==> src/rtl/blink_pkg.sv <==
// Shared definitions for the blink generator / blink decoder pair:
// pattern encodings and the common half-period count width.
package blink_pkg;

  // Width of every half-period counter on the board (generator and decoder).
  localparam int PERIOD_W = 12;
  localparam logic [PERIOD_W-1:0] PERIOD_MAX = '1;

  // Classification reported by the decoder.
  typedef enum logic [1:0] {
    PAT_OFF     = 2'b00,
    PAT_ON      = 2'b01,
    PAT_BLINK   = 2'b10,
    PAT_UNKNOWN = 2'b11
  } pattern_t;

  // Increment that sticks at the top of the counter range.
  function automatic logic [PERIOD_W-1:0] sat_inc(input logic [PERIOD_W-1:0] v);
    return (v == PERIOD_MAX) ? v : v + 1'b1;
  endfunction

endpackage

==> src/rtl/blink_decoder_if.sv <==
// Signal bundle between the blink line / tick source and the decoder.
// The master side supplies the tick and the raw line, the slave side
// (the decoder) returns the classification.
interface blink_decoder_if;
  import blink_pkg::*;

  logic                CLK_EN;
  logic                BLINK_IN;
  pattern_t            PATTERN_O;
  logic [PERIOD_W-1:0] PERIOD_O;
  logic                CHANGE_O;

  modport master (
    output CLK_EN, BLINK_IN,
    input  PATTERN_O, PERIOD_O, CHANGE_O
  );

  modport slave (
    input  CLK_EN, BLINK_IN,
    output PATTERN_O, PERIOD_O, CHANGE_O
  );
endinterface

==> src/rtl/blink_debounce.sv <==
// Two-flop synchronizer followed by a tick-based debounce filter.
// edge_stb is combinational and valid in the tick cycle in which the
// filtered level flips, so downstream logic can act on the same clock edge.
module blink_debounce #(
  parameter int DebounceTicks = 4
) (
  input  logic CLK_IN,
  input  logic RESET,
  input  logic tick,
  input  logic din,
  output logic level,
  output logic edge_stb
);

  localparam logic [2:0] DEB_LAST = 3'(DebounceTicks - 1);

  logic [1:0] sync_reg;
  logic [2:0] deb_cnt_reg;
  logic       level_reg;
  logic       differ;

  // Synchronizer runs every clock, independent of the tick enable.
  always_ff @(posedge CLK_IN or posedge RESET) begin
    if (RESET) sync_reg <= 2'b00;
    else       sync_reg <= {sync_reg[0], din};
  end

  assign differ   = (sync_reg[1] != level_reg);
  assign edge_stb = tick && differ && (deb_cnt_reg == DEB_LAST);

  // Count ticks the synced level disagrees with the filtered level; flip when it persisted long enough.
  always_ff @(posedge CLK_IN or posedge RESET) begin
    if (RESET) begin
      deb_cnt_reg <= 3'd0;
      level_reg   <= 1'b0;
    end else if (tick) begin
      if (!differ) begin
        deb_cnt_reg <= 3'd0;
      end else if (deb_cnt_reg == DEB_LAST) begin
        deb_cnt_reg <= 3'd0;
        level_reg   <= ~level_reg;
      end else begin
        deb_cnt_reg <= deb_cnt_reg + 3'd1;
      end
    end
  end

  assign level = level_reg;

endmodule

==> src/rtl/blink_decoder.sv <==
// Classifies a blink-coded status line as OFF / ON / BLINK / UNKNOWN and
// reports the last measured half-period in 1 ms ticks.
module blink_decoder
  import blink_pkg::*;
#(
  parameter int MinHalfPeriod = 400,
  parameter int MaxHalfPeriod = 600,
  parameter int SteadyTimeout = 2000,
  parameter int DebounceTicks = 4,
  parameter int LockCount     = 2
) (
  input  logic           CLK_IN,
  input  logic           RESET,
  blink_decoder_if.slave bus
);

  localparam logic [PERIOD_W-1:0] MIN_P    = PERIOD_W'(MinHalfPeriod);
  localparam logic [PERIOD_W-1:0] MAX_P    = PERIOD_W'(MaxHalfPeriod);
  localparam logic [PERIOD_W-1:0] STEADY_P = PERIOD_W'(SteadyTimeout);
  localparam logic [1:0]          LOCK_MAX = 2'(LockCount);

  logic                tick;
  logic                level;
  logic                edge_stb;
  logic [PERIOD_W-1:0] cnt_reg;
  logic [PERIOD_W-1:0] period_reg;
  logic [PERIOD_W-1:0] capture;
  logic [1:0]          lock_reg;
  logic [1:0]          lock_next;
  logic [2:0]          lock_inc;
  logic                lock_full;
  logic                in_range;
  logic                timeout;
  logic                change_reg;
  pattern_t            state_reg;
  pattern_t            state_next;

  assign tick = bus.CLK_EN;

  blink_debounce #(
    .DebounceTicks(DebounceTicks)
  ) u_debounce (
    .CLK_IN  (CLK_IN),
    .RESET   (RESET),
    .tick    (tick),
    .din     (bus.BLINK_IN),
    .level   (level),
    .edge_stb(edge_stb)
  );

  // The half-period ending on this tick, counting the edge tick itself.
  assign capture   = sat_inc(cnt_reg);
  assign in_range  = (capture >= MIN_P) && (capture <= MAX_P);
  assign lock_inc  = {1'b0, lock_reg} + 3'd1;
  assign lock_full = (lock_inc >= 3'(LockCount));
  assign lock_next = in_range ? (lock_full ? LOCK_MAX : lock_inc[1:0]) : 2'd0;
  // An edge always takes priority, so the timeout is only looked at on quiet ticks.
  assign timeout   = tick && !edge_stb && (capture == STEADY_P);

  // Half-period counter, captured period and lock counter, all advanced on ticks.
  always_ff @(posedge CLK_IN or posedge RESET) begin
    if (RESET) begin
      cnt_reg    <= '0;
      period_reg <= '0;
      lock_reg   <= 2'd0;
    end else if (tick) begin
      if (edge_stb) begin
        period_reg <= capture;
        cnt_reg    <= '0;
        lock_reg   <= lock_next;
      end else begin
        cnt_reg <= capture;
        if (timeout) lock_reg <= 2'd0;
      end
    end
  end

  // Pattern state register plus a one-clock marker when the visible pattern changes.
  always_ff @(posedge CLK_IN or posedge RESET) begin
    if (RESET) begin
      state_reg  <= PAT_UNKNOWN;
      change_reg <= 1'b0;
    end else begin
      state_reg  <= state_next;
      change_reg <= (state_next != state_reg);
    end
  end

  // Next pattern: edges classify by period, quiet lines fall back to the steady level.
  always_comb begin
    state_next = state_reg;
    if (edge_stb) begin
      if (!in_range)      state_next = PAT_UNKNOWN;
      else if (lock_full) state_next = PAT_BLINK;
    end else if (timeout) begin
      state_next = level ? PAT_ON : PAT_OFF;
    end
  end

  assign bus.PATTERN_O = state_reg;
  assign bus.PERIOD_O  = period_reg;
  assign bus.CHANGE_O  = change_reg;

endmodule

==> src/flat_wrapper.sv <==
// flat-port wrapper written by rule: the top's interface ports become plain ports
module blink_decoder_flat import blink_pkg::*;
#(
  parameter int MinHalfPeriod = 400,
  parameter int MaxHalfPeriod = 600,
  parameter int SteadyTimeout = 2000,
  parameter int DebounceTicks = 4,
  parameter int LockCount     = 2
)
  (CLK_IN, RESET, bus_CLK_EN, bus_BLINK_IN, bus_PATTERN_O, bus_PERIOD_O, bus_CHANGE_O);
  blink_decoder_if bus_i ();
  input  logic CLK_IN;
  input  logic RESET;
  input wire logic [$bits(bus_i.CLK_EN)-1:0] bus_CLK_EN;
  input wire logic [$bits(bus_i.BLINK_IN)-1:0] bus_BLINK_IN;
  output wire logic [$bits(bus_i.PATTERN_O)-1:0] bus_PATTERN_O;
  output wire logic [$bits(bus_i.PERIOD_O)-1:0] bus_PERIOD_O;
  output wire logic [$bits(bus_i.CHANGE_O)-1:0] bus_CHANGE_O;
  assign bus_i.CLK_EN = bus_CLK_EN;
  assign bus_i.BLINK_IN = bus_BLINK_IN;
  assign bus_PATTERN_O = bus_i.PATTERN_O;
  assign bus_PERIOD_O = bus_i.PERIOD_O;
  assign bus_CHANGE_O = bus_i.CHANGE_O;
  blink_decoder #(.MinHalfPeriod(MinHalfPeriod), .MaxHalfPeriod(MaxHalfPeriod), .SteadyTimeout(SteadyTimeout), .DebounceTicks(DebounceTicks), .LockCount(LockCount)) u_core (.CLK_IN(CLK_IN), .RESET(RESET), .bus(bus_i));
endmodule
==> config.mk <==
export PLATFORM = sky130hd
export DESIGN_NAME = blink_decoder_flat
export DESIGN_NICKNAME = d
export VERILOG_FILES = /design/src/rtl/blink_pkg.sv /design/src/rtl/blink_decoder_if.sv /design/src/rtl/blink_debounce.sv /design/src/rtl/blink_decoder.sv /design/src/flat_wrapper.sv
export SDC_FILE = /design/constraint.sdc
export NUM_CORES = 1
export LEC_CHECK = 0
export ABC_AREA = 1
export CAP_MARGIN = 20
export CORE_MARGIN = 2
export CORE_UTILIZATION = 60
export CTS_CLUSTER_DIAMETER = 150
export DETAILED_ROUTE_END_ITERATION = 6
export PLACE_DENSITY = 0.83
export SLEW_MARGIN = 10
export SYNTH_ARGS = -nofsm -noshare
export SYNTH_HDL_FRONTEND = slang
export SYNTH_SLANG_ARGS = --single-unit
==> constraint.sdc <==
create_clock -name CLK_IN -period 5.3 [get_ports CLK_IN]
set_input_delay 1.06 -clock CLK_IN [delete_from_list [all_inputs] [get_ports CLK_IN]]
set_output_delay 1.06 -clock CLK_IN [all_outputs]
set_load 0.05 [all_outputs]
After elaboration in Yosys (flattened, before gate mapping)

Cells that the tools add are included.

Flip-flop bits (word level): 35
Output and inout bits: 15
Word-level logic and storage cells: 43
Input port bits: 4

Muxes and demuxes: 13
Bitwise operators: 1
Add/subtract/negate cells: 3
Equality and inequality tests: 5
Order comparisons: 3
Reductions and logical operators: 10

Operator list:

| kind                                                             | count |
|---|---|
| two-way mux 12 bit                                               | 2 |
| two-way mux 2 bit                                                | 8 |
| adder 12 x 1 -> 12 bit, second input constant                    | 1 |
| == test 12 x 11 -> 1 bit, second input constant                  | 1 |
| == test 12 bit, second input constant                            | 1 |
| >= comparator 12 x 9 -> 1 bit, second input constant             | 1 |
| less-or-equal comparator 12 x 10 -> 1 bit, second input constant | 1 |
| two-way mux 3 bit                                                | 2 |
| logical AND 1 bit                                                | 5 |
| AND reduction 2 bit                                              | 2 |
| adder 2 x 1 -> 3 bit, second input constant                      | 1 |
| adder 3 x 1 -> 3 bit, second input constant                      | 1 |
| == test 3 x 2 -> 1 bit, second input constant                    | 1 |
| >= comparator 3 x 2 -> 1 bit, second input constant              | 1 |
| AND reduction 3 bit                                              | 1 |
| != test 2 bit                                                    | 1 |
| nonzero test 2 bit                                               | 1 |
| logical NOT 1 bit                                                | 1 |
| two-way mux 1 bit                                                | 1 |
| != test 1 bit                                                    | 1 |
| inverter 1 bit                                                   | 1 |

Longest topological paths before layout

Depth in word-level cells: 9
Depth in mapped cells: 17
Depth with buffers taken out: 17

Hierarchy

From an unflattened synthesis, not the netlist that was laid out.

Cell total of the unflattened synthesis: 270
Area total of the unflattened synthesis: 2,014.4 um2

Modules (own cells, without submodules):

| module         | cells an instance | sequential area each (um2) | area each (um2) | times used |
|---|---|---|---|---|
| blink_decoder  | 237               | 728.2                      | 1,739.2         | 1 |
| blink_debounce | 33                | 150.1                      | 275.3           | 1 |

Least setup slack after synthesis

Ideal clock, no wire load.

Kind: input to register
Start: input bus_CLK_EN
End: register u_core.change_reg, in the netlist u_core.bus.CHANGE_O
Library setup time: 124 ps
Data required time: 5,176 ps
Buffers on the path: 0
Arrival: 1,933 ps
Slack: 3,243 ps
Stages on the path: 9
Cell sequence: inv_1 -> a31oi_1 -> nand2_1 -> nor3_1 -> nand3_1 -> nand2_1 -> nand3_1 -> nand2_1 -> nand3_1

Longest elaborated chain between the ends: 8

Ends and longest elaborated chain:

| element                         | RTL line             | RTL |
|---|---|---|
| from (decl)                     | flat_wrapper.sv:14   | `input wire logic [$bits(bus_i.CLK_EN)-1:0] bus_CLK_EN;` |
| logical AND 1 bit (2 in series) | blink_debounce.sv:29 | `assign edge_stb = tick && differ && (deb_cnt_reg == DEB_LAST);` |
| logical NOT 1 bit               | blink_decoder.sv:58  | `assign timeout = tick && !edge_stb && (capture == STEADY_P);` |
| logical AND 1 bit (2 in series) | blink_decoder.sv:58  |  |
| two-way mux 2 bit               | blink_decoder.sv:95  | `end else if (timeout) begin` |
| two-way mux 2 bit (*)           | blink_decoder.sv:92  | `if (edge_stb) begin` |
| != test 2 bit (*)               | blink_decoder.sv:85  | `change_reg <= (state_next != state_reg);` |
| to (signal assigned)            | blink_decoder.sv:85  |  |
| to (decl)                       | blink_decoder.sv:34  | `logic change_reg;` |

Mark *: on every way between the ends. The rest lies on a longest branch, timed or not.
A chain may end at the register's enable or synchronous reset.

Worst setup path in the final report

Ends and elaborated chain as after synthesis.

==> impl_metrics.csv <==
group,metric,value,unit
status,status,"finished clean",
pwr,peakVddDrop,328.5,uV
worst_hold_path,hold_path_class,"reg -> reg",
worst_setup_path,end_kind,"flop",
die,dieArea,0.003745,mm2
sta,tns,0,ps
clock_network,htree_num_levels,2,
grt,track_usage,25.94,%
worst_setup_path,arrival,3130,ps
logic_synthesis,netlist_area,0.001963,mm2
die,ios,19,
placement,postPlaceCellArea,0.002180,mm2
die,dieHeight,61.20,um
logic_synthesis,yosysMostFrequentCell,"nand2_1",
grt,grt_max_degree,36,
sta,drv_slew,0,
clock_network,cts_hold_buf,0,
pwr,power.density,503.3,mW/mm2
routing,drtIter0Drc,166,
sta,finalHoldViolCount,0,
die,rows,20,
clock_network,cts_tree,"done",
die,start_util,63.78,%
logic_synthesis,ys_ff_latch,35,
sta,grt_setup_unrepaired,"no",
die,die_width,61.20,um
sta,period_share,53.60,%
clock_network,worstSkewPairLatency,340,ps
sta,worst_pin_slew,526.0,ps
die,core,0.003078,mm2
clock_network,cts.reportedPaths.clkPinSlew,100,ps
grt,grt_pass1_vias,1636,
placement,place_congestion,0.9270,
worst_setup_path,required,5590,ps
placement,dp.cells,321,
worst_setup_path,cp_max_fo,27,
logic_synthesis,netlist_instances,263,
logic_synthesis,avgSynthCellArea,7.464,um2
routing,dr.pass1.iters,4,
routing,viasPerCell,5.422,
clock_network,max-clock-path-buffers,2,
logic_synthesis,synth_warnings,0,
logic_synthesis,synth-async-reset-ratio,100.0,%
logic_synthesis,synth_area_leaders,"dfrtp_1, nand2_1, inv_1",
run,cap_violations,0,
clock_network,post_cts_buffers,0,
grt,grt_pass1_wl,7031,um
finish,diodes,0,
logic_synthesis,synth_top_area_cell,"dfrtp_1",
logic_synthesis,seq_area_frac_synth,44.74,%
finish,syn_to_final_growth,13.58,%
clock_network,numCtsBuffers,5,
routing,drc,0,
finish,postLayoutCoreUtil,72.44,%
logic_synthesis,synth_flop_cell,"dfrtp_1",
finish,fin_nets,290,
sta,skew,4.576,ps
grt,grt.overflow.total,0,
logic_synthesis,synth_edf_count,0,
clock_network,root_buffer,"clkbuf_4",
logic_synthesis,syn_nets,269,
routing,wl,4186,um
placement,hpwl,3099,um
worst_setup_path,r2r_cells,12,
finish,n_fill_cell,253,
sta,relSlewSlack,64.82,%
worst_hold_path,holdPathStages,0,
finish,fin_cells,329,
logic_synthesis,synthDistinctLibCells,26,
sta,setup_violations,0,
routing,ant_nets,0,
worst_setup_path,path_class,"in -> reg",
logic_synthesis,synth_top_cell_area_share,42.07,%
worst_setup_path,start_kind,"primary input",
sta,fin_hold_ws,360.0,ps
clock_network,post_cts_resized,0,
clock_network,clock_sinks,35,
placement,io_buffers,18,
logic_synthesis,synth_top_cells_by_count,"nand2_1, inv_1, dfrtp_1",
sta,period_needed,2841,ps
pwr,leakage,1.071,nW
routing,vias,1784,
finish,drive_above_1_share,9.825,%
sta,max_freq,352.0,MHz
finish,fin_area,0.002230,mm2
routing,wl_per_cell,12.72,um
grt,antenna_found_initial,0,
-- worst max-delay path, cell delays in order --
cell	delay (ps)
clkdlybuf4s50_1	800
nand2_1	160
nor3_2	340
inv_2	270
o21ai_0	210
nand2_1	90
nand3_1	80
nand2_1	50
nand3_1	70
-- worst paths after layout --
check / start / to / slack, ps
max: bus_CLK_EN / u_core.bus.CHANGE_O / 2460
min: u_core.u_debounce.sync_reg[0] / u_core.u_debounce.sync_reg[1] / 360
max reg2reg: u_core.cnt_reg[0] / u_core.bus.CHANGE_O / 2920
min reg2reg: u_core.u_debounce.sync_reg[0] / u_core.u_debounce.sync_reg[1] / 360
max in group asynchronous: RESET / u_core.bus.PATTERN_O[1] / 3870
min in group asynchronous: RESET / u_core.u_debounce.sync_reg[0] / 1100
-- cell usage in the layout (no fill, tap or decap), types with 2 or more instances in the layout --
| master | count |
|---|---|
| a21oi_1 | 2 |
| clkbuf_1 | 2 |
| clkbuf_4 | 5 |
| clkdlybuf4s50_1 | 18 |
| dfrtp_1 | 33 |
| dfstp_2 | 2 |
| ha_1 | 2 |
| inv_1 | 34 |
| inv_2 | 2 |
| nand2_1 | 78 |
| nand2_2 | 2 |
| nand3_1 | 24 |
| nand3_2 | 5 |
| nand4_1 | 6 |
| nor2_1 | 20 |
| nor2_2 | 8 |
| o21ai_0 | 18 |
| o21ai_1 | 2 |
| o21bai_1 | 2 |
| o22ai_1 | 10 |
| xor2_1 | 2 |
-- report_power, final --
group / switching, W / internal (W) / total [W]
sequential: 0.0000719 / 0.000355 / 0.000426
clock: 0.0000865 / 0.0000516 / 0.000138
combinational: 0.000378 / 0.000180 / 0.000558
total: 0.000536 / 0.000586 / 0.00112
-- per-layer routing --
metal  routed length (um)  vias to the layer above  track usage (%)  share of wire [%]
li1                     -                      893                -                  -
met3                  252                        8            5.252                6.0
met1                 1933                      827            33.79                 46
met4                   70                        0            13.66                1.7
met2                 1929                       56            40.88                 46
met5                    0                        -                0                  0
-- logic make-up (layout without fill, tap and decap cells) --
logic type	count (synthesis)	count (layout)	synth area share, %
adders and majority gates	2	2	1.274
DFF	35	35	44.74
buffers and inverters	41	63	8.222
and+or+nand+nor	146	146	34.16
xor gates and xnor gates	3	3	1.339
AOI/OAI and AO/OA	36	36	10.26
-- per-stage QoR --
| stage | setup slack [ps] | total power, W |
|---|---|---|
| after floorplan | 3243 | 0.0008191 |
| after global placement | 2224 | 0.0009736 |
| after detailed placement | 2182 | 0.0009812 |
| after CTS | 2515 | 0.001121 |
| after global routing | 2340 | 0.001210 |
| final | 2459 | 0.001122 |
-- area by class of cell --
type / count / area [um2] / share of cell area, %
tap: 44 / 55.05 / 2.469
clock inverter: 1 / 5.005 / 0.2245
timing repair buffer: 19 / 187.7 / 8.418
clock buffer: 7 / 45.04 / 2.020
inverter: 36 / 135.1 / 6.061
multi-input combinational: 187 / 923.4 / 41.41
sequential: 35 / 878.3 / 39.39
Power figures use the tool's default switching activity.
